$ cat config.mk
export PLATFORM = sky130hd
export DESIGN_NAME = uart_rx_oversample_flat
export DESIGN_NICKNAME = d
export VERILOG_FILES = /design/src/rtl/uart_rx_oversample_pkg.sv /design/src/rtl/uart_rx_oversample_if.sv /design/src/rtl/uart_rx_oversample_baud_tick.sv /design/src/rtl/uart_rx_oversample.sv /design/src/flat_wrapper.sv
export SDC_FILE = /design/constraint.sdc
export NUM_CORES = 1
export LEC_CHECK = 0
export ABC_CLOCK_PERIOD_IN_PS = 1800
export BUFFER_PORTS_ARGS = -buffer_cell sky130_fd_sc_hd__buf_4
export CAP_MARGIN = 20
export CORE_AREA = 8 8 93 95
export DETAILED_ROUTE_END_ITERATION = 8
export DIE_AREA = 0 0 101 103
export HOLD_SLACK_MARGIN = 0.05
export PLACE_DENSITY = 0.51
export SLEW_MARGIN = 40
export SYNTH_ARGS = -nofsm -noshare
export SYNTH_HDL_FRONTEND = slang
export SYNTH_SLANG_ARGS = --single-unit
$ cat constraint.sdc
create_clock -name CLK -period 1.8 [get_ports CLK]
set_input_delay 0.36 -clock CLK [delete_from_list [all_inputs] [get_ports CLK]]
set_output_delay 0.36 -clock CLK [all_outputs]
set_load 0.01 [all_outputs]
$ cat src/rtl/uart_rx_oversample_pkg.sv
// Shared definitions for the oversampling UART receiver: FSM states,
// oversampling constants, the baud divider calculation and the
// three-sample majority vote.
package uart_pkg;

  typedef enum logic [2:0] {
    ST_IDLE      = 3'd0,
    ST_START     = 3'd1,
    ST_DATA      = 3'd2,
    ST_PARITY    = 3'd3,
    ST_STOP      = 3'd4,
    ST_WAIT_HIGH = 3'd5
  } uart_state_e;

  localparam int OVERSAMPLE = 16;
  localparam int SAMPLE_A   = 7;
  localparam int SAMPLE_B   = 8;
  localparam int SAMPLE_C   = 9;

  // Clock cycles per oversample tick, truncated; callers need a result >= 2.
  function automatic int calc_div(input int clk_hz, input int baud);
    return clk_hz / (baud * OVERSAMPLE);
  endfunction

  function automatic logic majority3(input logic a, input logic b, input logic c);
    return (a & b) | (a & c) | (b & c);
  endfunction

endpackage

$ cat src/rtl/uart_rx_oversample_if.sv
// Received-byte stream: DATA/VALID from the receiver, READY from the consumer.
// A byte transfers on any CLK edge where VALID && READY.
// The receiver never waits on READY; an unconsumed byte is overwritten.
interface uart_rx_oversample_if;
  logic [7:0] DATA;
  logic       VALID;
  logic       READY;

  modport master (output DATA, output VALID, input READY);
  modport slave  (input DATA, input VALID, output READY);
endinterface

$ cat src/rtl/uart_rx_oversample_baud_tick.sv
// Free-running divider that emits a one-cycle TICK every DIV clocks.
// Latency: TICK asserts DIV cycles after CLR (counter value DIV-1).
// No backpressure; CLR restarts the period from zero.
module uart_baud_tick #(
  parameter int DIV = 2
) (
  input  logic CLK,
  input  logic RST_N,
  input  logic CLR,
  output logic TICK
);

  localparam int CW = $clog2(DIV);

  logic [CW-1:0] cnt_q;
  logic [CW-1:0] cnt_d;

  assign TICK = (cnt_q == CW'(DIV - 1));

  // Next count: wrap at the tick, restart on CLR.
  always_comb begin
    cnt_d = cnt_q + 1'b1;
    if (CLR || TICK) cnt_d = '0;
  end

  // Counter register.
  always_ff @(posedge CLK or negedge RST_N) begin
    if (!RST_N) cnt_q <= '0;
    else        cnt_q <= cnt_d;
  end

endmodule

$ cat src/rtl/uart_rx_oversample.sv
// 16x oversampling UART receiver: 8-N-1 (8-E-1 when UART_RX_PARITY_EN is defined).
// Latency: byte VALID one cycle after the stop-bit vote (~9.6 bit times from start edge).
// No backpressure: a byte landing on an unconsumed VALID overwrites it and sets OVERRUN.
module uart_rx_oversample
  import uart_pkg::*;
#(
  parameter int CLK_HZ = 50_000_000,
  parameter int BAUD   = 9600
) (
  input  logic                        CLK,
  input  logic                        RST_N,
  input  logic                        RX,
  uart_rx_oversample_if.master        BYTE,
  output logic                        FRAME_ERR,
`ifdef UART_RX_PARITY_EN
  output logic                        PARITY_ERR,
`endif
  output logic                        OVERRUN,
  output logic                        BUSY
);

  localparam int DIV = calc_div(CLK_HZ, BAUD);

  logic        rx_meta_q, rx_sync_q, rx_prev_q;
  logic        tick, tick_clr;
  uart_state_e state_q, state_d;
  logic [3:0]  sample_q, sample_d;
  logic [2:0]  idx_q, idx_d;
  logic [7:0]  shift_q, shift_d;
  logic        s7_q, s7_d, s8_q, s8_d;
  logic [7:0]  data_q;
  logic        valid_q, ferr_q, ovr_q;
  logic        vote, at_vote, at_wrap, commit, ferr;
`ifdef UART_RX_PARITY_EN
  logic        par_bad_q, par_bad_d, perr, perr_q;
`endif

  uart_baud_tick #(.DIV(DIV)) u_tick (
    .CLK   (CLK),
    .RST_N (RST_N),
    .CLR   (tick_clr),
    .TICK  (tick)
  );

  assign vote    = majority3(s7_q, s8_q, rx_sync_q);
  assign at_vote = tick && (sample_q == 4'(SAMPLE_C));
  assign at_wrap = tick && (sample_q == 4'(OVERSAMPLE - 1));

  // Two-flop synchroniser plus one history flop for falling-edge detection; idle-high reset.
  always_ff @(posedge CLK or negedge RST_N) begin
    if (!RST_N) begin
      rx_meta_q <= 1'b1;
      rx_sync_q <= 1'b1;
      rx_prev_q <= 1'b1;
    end else begin
      rx_meta_q <= RX;
      rx_sync_q <= rx_meta_q;
      rx_prev_q <= rx_sync_q;
    end
  end

  // Frame FSM: sample capture, bit votes and stop-bit decision.
  always_comb begin
    state_d  = state_q;
    sample_d = sample_q;
    idx_d    = idx_q;
    shift_d  = shift_q;
    s7_d     = s7_q;
    s8_d     = s8_q;
    tick_clr = 1'b0;
    commit   = 1'b0;
    ferr     = 1'b0;
`ifdef UART_RX_PARITY_EN
    par_bad_d = par_bad_q;
    perr      = 1'b0;
`endif
    if (tick) begin
      sample_d = sample_q + 4'd1;
      if (sample_q == 4'(SAMPLE_A)) s7_d = rx_sync_q;
      if (sample_q == 4'(SAMPLE_B)) s8_d = rx_sync_q;
    end
    case (state_q)
      ST_IDLE: begin
        if (rx_prev_q && !rx_sync_q) begin
          tick_clr = 1'b1;
          sample_d = '0;
          state_d  = ST_START;
`ifdef UART_RX_PARITY_EN
          par_bad_d = 1'b0;
`endif
        end
      end
      ST_START: begin
        if (at_vote && vote) begin
          state_d = ST_IDLE;            // start bit did not hold low: glitch
        end else if (at_wrap) begin
          state_d = ST_DATA;
          idx_d   = '0;
        end
      end
      ST_DATA: begin
        if (at_vote) shift_d[idx_q] = vote;
        if (at_wrap) begin
          if (idx_q == 3'd7) begin
`ifdef UART_RX_PARITY_EN
            state_d = ST_PARITY;
`else
            state_d = ST_STOP;
`endif
          end else begin
            idx_d = idx_q + 3'd1;
          end
        end
      end
`ifdef UART_RX_PARITY_EN
      ST_PARITY: begin
        if (at_vote) par_bad_d = ^{shift_q, vote};
        if (at_wrap) state_d = ST_STOP;
      end
`endif
      ST_STOP: begin
        if (at_vote) begin
`ifdef UART_RX_PARITY_EN
          perr = par_bad_q;
`endif
          if (vote) begin
            // Leave mid stop bit so a back-to-back start edge is caught.
            state_d = ST_IDLE;
`ifdef UART_RX_PARITY_EN
            commit = !par_bad_q;
`else
            commit = 1'b1;
`endif
          end else begin
            ferr    = 1'b1;
            state_d = ST_WAIT_HIGH;
          end
        end
      end
      ST_WAIT_HIGH: begin
        if (rx_sync_q) state_d = ST_IDLE;  // a held-low break yields no bytes
      end
      default: state_d = ST_IDLE;
    endcase
  end

  // FSM and datapath registers.
  always_ff @(posedge CLK or negedge RST_N) begin
    if (!RST_N) begin
      state_q  <= ST_IDLE;
      sample_q <= '0;
      idx_q    <= '0;
      shift_q  <= '0;
      s7_q     <= 1'b1;
      s8_q     <= 1'b1;
`ifdef UART_RX_PARITY_EN
      par_bad_q <= 1'b0;
`endif
    end else begin
      state_q  <= state_d;
      sample_q <= sample_d;
      idx_q    <= idx_d;
      shift_q  <= shift_d;
      s7_q     <= s7_d;
      s8_q     <= s8_d;
`ifdef UART_RX_PARITY_EN
      par_bad_q <= par_bad_d;
`endif
    end
  end

  // Output byte, handshake and error flags; a commit beats a same-cycle consume.
  always_ff @(posedge CLK or negedge RST_N) begin
    if (!RST_N) begin
      data_q  <= '0;
      valid_q <= 1'b0;
      ferr_q  <= 1'b0;
      ovr_q   <= 1'b0;
`ifdef UART_RX_PARITY_EN
      perr_q  <= 1'b0;
`endif
    end else begin
      ferr_q <= ferr;
`ifdef UART_RX_PARITY_EN
      perr_q <= perr;
`endif
      if (commit) begin
        data_q  <= shift_q;
        valid_q <= 1'b1;
        if (valid_q && !BYTE.READY) ovr_q <= 1'b1;
      end else if (valid_q && BYTE.READY) begin
        valid_q <= 1'b0;
      end
    end
  end

  assign BYTE.DATA  = data_q;
  assign BYTE.VALID = valid_q;
  assign FRAME_ERR  = ferr_q;
  assign OVERRUN    = ovr_q;
  assign BUSY       = (state_q != ST_IDLE);
`ifdef UART_RX_PARITY_EN
  assign PARITY_ERR = perr_q;
`endif

endmodule
$ cat src/flat_wrapper.sv
// flat-port wrapper written by rule: the top's interface ports become plain ports
module uart_rx_oversample_flat import uart_pkg::*;
#(
  parameter int CLK_HZ = 50_000_000,
  parameter int BAUD   = 9600
)
  (CLK, RST_N, RX, FRAME_ERR, OVERRUN, BUSY, BYTE_DATA, BYTE_VALID, BYTE_READY);
  uart_rx_oversample_if BYTE_i ();
  input  logic CLK;
  input  logic RST_N;
  input  logic RX;
  output logic FRAME_ERR;
  output logic OVERRUN;
  output logic BUSY;
  output wire logic [$bits(BYTE_i.DATA)-1:0] BYTE_DATA;
  output wire logic [$bits(BYTE_i.VALID)-1:0] BYTE_VALID;
  input wire logic [$bits(BYTE_i.READY)-1:0] BYTE_READY;
  assign BYTE_DATA = BYTE_i.DATA;
  assign BYTE_VALID = BYTE_i.VALID;
  assign BYTE_i.READY = BYTE_READY;
  uart_rx_oversample #(.CLK_HZ(CLK_HZ), .BAUD(BAUD)) u_core (.CLK(CLK), .RST_N(RST_N), .RX(RX), .BYTE(BYTE_i), .FRAME_ERR(FRAME_ERR), .OVERRUN(OVERRUN), .BUSY(BUSY));
endmodule
==> Flow_metrics.wiki <==
{| class="wikitable"
! Metric !! Value
|-
| Remaining antenna violation count || 0
|-
| Cells after Synth || 187
|-
| Worst IR Drop VDD || 306 uV
|-
| H-tree depth reported by CTS || 2
|-
| Overall routed net length || 4720 um
|-
| Number of vias per cell after detailed routing || 4.75
|-
| Unrepaired setup endpoints after global routing || yes
|-
| Remaining global-route overflow || 0
|-
| Setup violation total in the final timing report || 14
|-
| R2R Path Start || u_core.u_tick.cnt_q[1]
|-
| Synthesized area per cell || 11.2 sq um
|-
| Static leakage power || 1.31 nW
|-
| Clock Latency Late Sink || 0.30 ns
|-
| Final total negative setup slack || -0.473 ns
|-
| Worst Max-Slew Pin Slew || 0.532 ns
|-
| FMAX || 538 MHz
|-
| Worst path arrival time || 2.06 ns
|-
| Max_slew headroom || 0.645
|-
| Fraction of layout instances using a drive strength above 1 || 0.402
|-
| Number of sinks handled by clock tree synthesis || 43
|-
| Starting utilization of the core area || 0.294
|-
| End point of the critical path || u_core.idx_q[0]
|-
| Crit path capture type || register
|-
| Number of antenna violations at the first check in global routing || 0
|-
| Unique cell type count in the Yosys netlist || 42
|-
| Number of placement rows || 31
|-
| Filler Cell Count || 722
|-
| Final GP Congestion || 0.788
|-
| Fin. max-slew vios || 0
|-
| First DRT Iteration DRCs || 33
|-
| Area of the die || 10400 sq um
|-
| Port-buffer cells || 15
|-
| Chip height || 103 um
|-
| Final critical-path required period || 1.86 ns
|-
| CTS buffer count || 5
|-
| Violated checks || negative setup slack
|-
| Maximum number of pins on one net before global-route repair || 44
|-
| Critical path class || register to register
|-
| Data required, critical path || 2.00 ns
|-
| Clock tree buffer depth || 2
|-
| Period utilisation layout || 1.03
|-
| Average wire length per cell after detail routing || 13.8 um
|-
| Ratio of total power to cell area || 838 nW/um^2
|-
| Run status || finished, violations left
|-
| Number of cells on the worst reg-to-reg path || 7
|-
| Vias in the first global route || 1666
|-
| Post-synth top flop || sky130_fd_sc_hd__dfrtp_1
|-
| Worst-path clk slew || 0.09 ns
|-
| Antenna cells || 0
|-
| Nets@finish || 254
|-
| Length of the first detailed-routing pass in iterations || 4
|-
| R2R setup slack || -0.06 ns
|-
| Async SR Flop Fraction || 1.00
|-
| Worst-case setup slack after placement || -0.191 ns
|-
| Startpoint type of the worst setup path || register
|-
| DIE WIDTH || 101 um
|-
| Global-route wire length before repair || 7600 um
|-
| Final core utilization || 0.397
|-
| Post-synthesis to final-layout area growth || 35.1%
|-
| Sequential fraction of the synthesis area || 0.516
|-
| Number of max-cap violations || 0
|-
| Number of failing hold endpoints at the final stage || 0
|-
| Total routing resource utilization after global routing || 0.0914
|-
| Synthesized Nets || 198
|-
| Estimated wirelength of the detail-placed design || 3250 um
|-
| Total number of vias || 1628
|-
| Remaining design rule violation count || 0
|-
| Area of the mapped netlist || 2100 sq um
|-
| Worst setup path startpoint || u_core.u_tick.cnt_q[1]
|-
| # hold bufs at CTS || 0
|-
| Syn. warnings || 0
|-
| EDFF count, synth || 0
|-
| I/O pin count || 16
|-
| Cell area after placement || 2570 sq um
|-
| Top fanout value on the critical path || 5
|-
| Clock root buffer master || sky130_fd_sc_hd__clkbuf_8
|-
| Clock Skews || 0.0129 ns
|-
| CORE AREA || 7140 sq um
|-
| Endpoint of the lowest-slack register-to-register path || u_core.idx_q[0]
|-
| CTS tree || done
|-
| #FFs+latches synth || 43
|-
| Worst path setup slack after routing || -0.0592 ns
|-
| Type of the worst min-delay path || input port to async pin
|-
| Post-route cell area || 2830 sq um
|}
-- placed cells by master (no fill, tap or decap), drive strengths merged, types with 2 or more instances in the layout --
cell	count
inv	8
nor2	20
and4	4
a2bb2oi	2
nor3	11
a21o	2
dfstp	5
clkinvlp	2
nand4	4
nand2b	5
a21oi	2
nand4bb	2
buf	53
a22o	2
nor4	2
nand3	8
xnor2	4
xor2	7
dfrtp	38
ha	7
nand2	12
and4bb	2
mux2	19
clkbuf	5
and3	2
-- per-layer routing --
metal	vias to the layer above	share of wire	track usage
met3	8	0.028	0.0176
met1	814	0.47	0.114
met5	-	0	0
li1	782	-	-
met2	24	0.48	0.150
met4	0	0.022	0.0412
-- Yosys cell counts (all sizes together) (5+ instances only) --
cell type	instances	area [sq um]
dfstp	5	131
nor3	11	55.1
mux2	19	214
dfrtp	38	951
inv	7	26.3
xor2	7	61.3
nand2b	5	31.3
nand3	8	40.0
ha	7	87.6
nor2	20	75.1
nand2	12	45.0
-- cell families after synthesis --
| logic type | synth area share |
|---|---|
| xor gates and xnor gates | 0.0460 |
| and+or+nand+nor | 0.199 |
| DFF | 0.516 |
| AOI/OAI and AO/OA | 0.0633 |
| buffers and inverters | 0.0257 |
| adders and majority gates | 0.0472 |
| muxes | 0.102 |
-- area by class of cell --
cell class,count,area [sq um],area share
tap,99,124,0.0437
clock inverter,3,23.8,0.00840
timing repair buffer,53,405,0.143
clock buffer,5,68.8,0.0243
multi-input combinational,133,1100,0.388
inverter,7,26.3,0.00928
sequential,43,1080,0.383
-- where the power goes --
part           leakage [nW]  total (mW)  internal, mW  switching, mW
registers             0.570        1.10          1.05         0.0568
clock network        0.0408       0.642         0.278          0.365
logic                 0.702       0.626         0.318          0.308
total                  1.31        2.37          1.64          0.729
-- flip-flops by register name (all words and copies together) (netlist names) --
signal	count
u_core.u_tick.cnt_q	9
u_core.BYTE.DATA	8
u_core.shift_q	8
u_core.sample_q	4
u_core.idx_q	3
u_core.state_q	3
u_core.BYTE.VALID	1
u_core.FRAME_ERR	1
u_core.OVERRUN	1
u_core.rx_meta_q	1
u_core.rx_prev_q	1
u_core.rx_sync_q	1
u_core.s7_q	1
u_core.s8_q	1
-- worst min path at each step --
stage | end | depth (start not counted)
floorplan | u_core.BYTE.DATA[0] | 0
global placement | u_core.rx_sync_q | 0
detailed placement | u_core.rx_sync_q | 0
CTS | u_core.BYTE.DATA[6] | 1
global route | u_core.BYTE.DATA[1] | 1
finish | u_core.BYTE.DATA[1] | 1
-- what timing repair did --
item / in CTS / in global routing
gates cloned: 0 / 1
endpoints found under the hold margin: 0 / 0
pin swaps: 4 / 7
resized for setup: 7 / 28
endpoints found under the setup margin: 16 / 23
setup buffers: 1 / 2
-- worst max-delay path, cell delays in order (launching register included) --
cell and delay (ns):
sky130_fd_sc_hd__dfrtp_1 0.39, sky130_fd_sc_hd__inv_1 0.06, sky130_fd_sc_hd__ha_2 0.18, sky130_fd_sc_hd__and4bb_1 0.25
sky130_fd_sc_hd__buf_6 0.13, sky130_fd_sc_hd__nand2_1 0.17, sky130_fd_sc_hd__a211o_1 0.31, sky130_fd_sc_hd__mux2_2 0.28
-- metrics by stage --
step / total power, mW / hold slack (ns) / std cells
after floorplan: 1.43 / 0.0644 / 187
after global placement: 1.69 / 0.346 / 331
after detailed placement: 1.69 / 0.347 / 331
after CTS: 2.35 / 0.0545 / 340
after global routing: 2.52 / 0.0701 / 343
final: 2.37 / 0.0274 / 343
No activity file was read; power rests on OpenSTA's default activity.
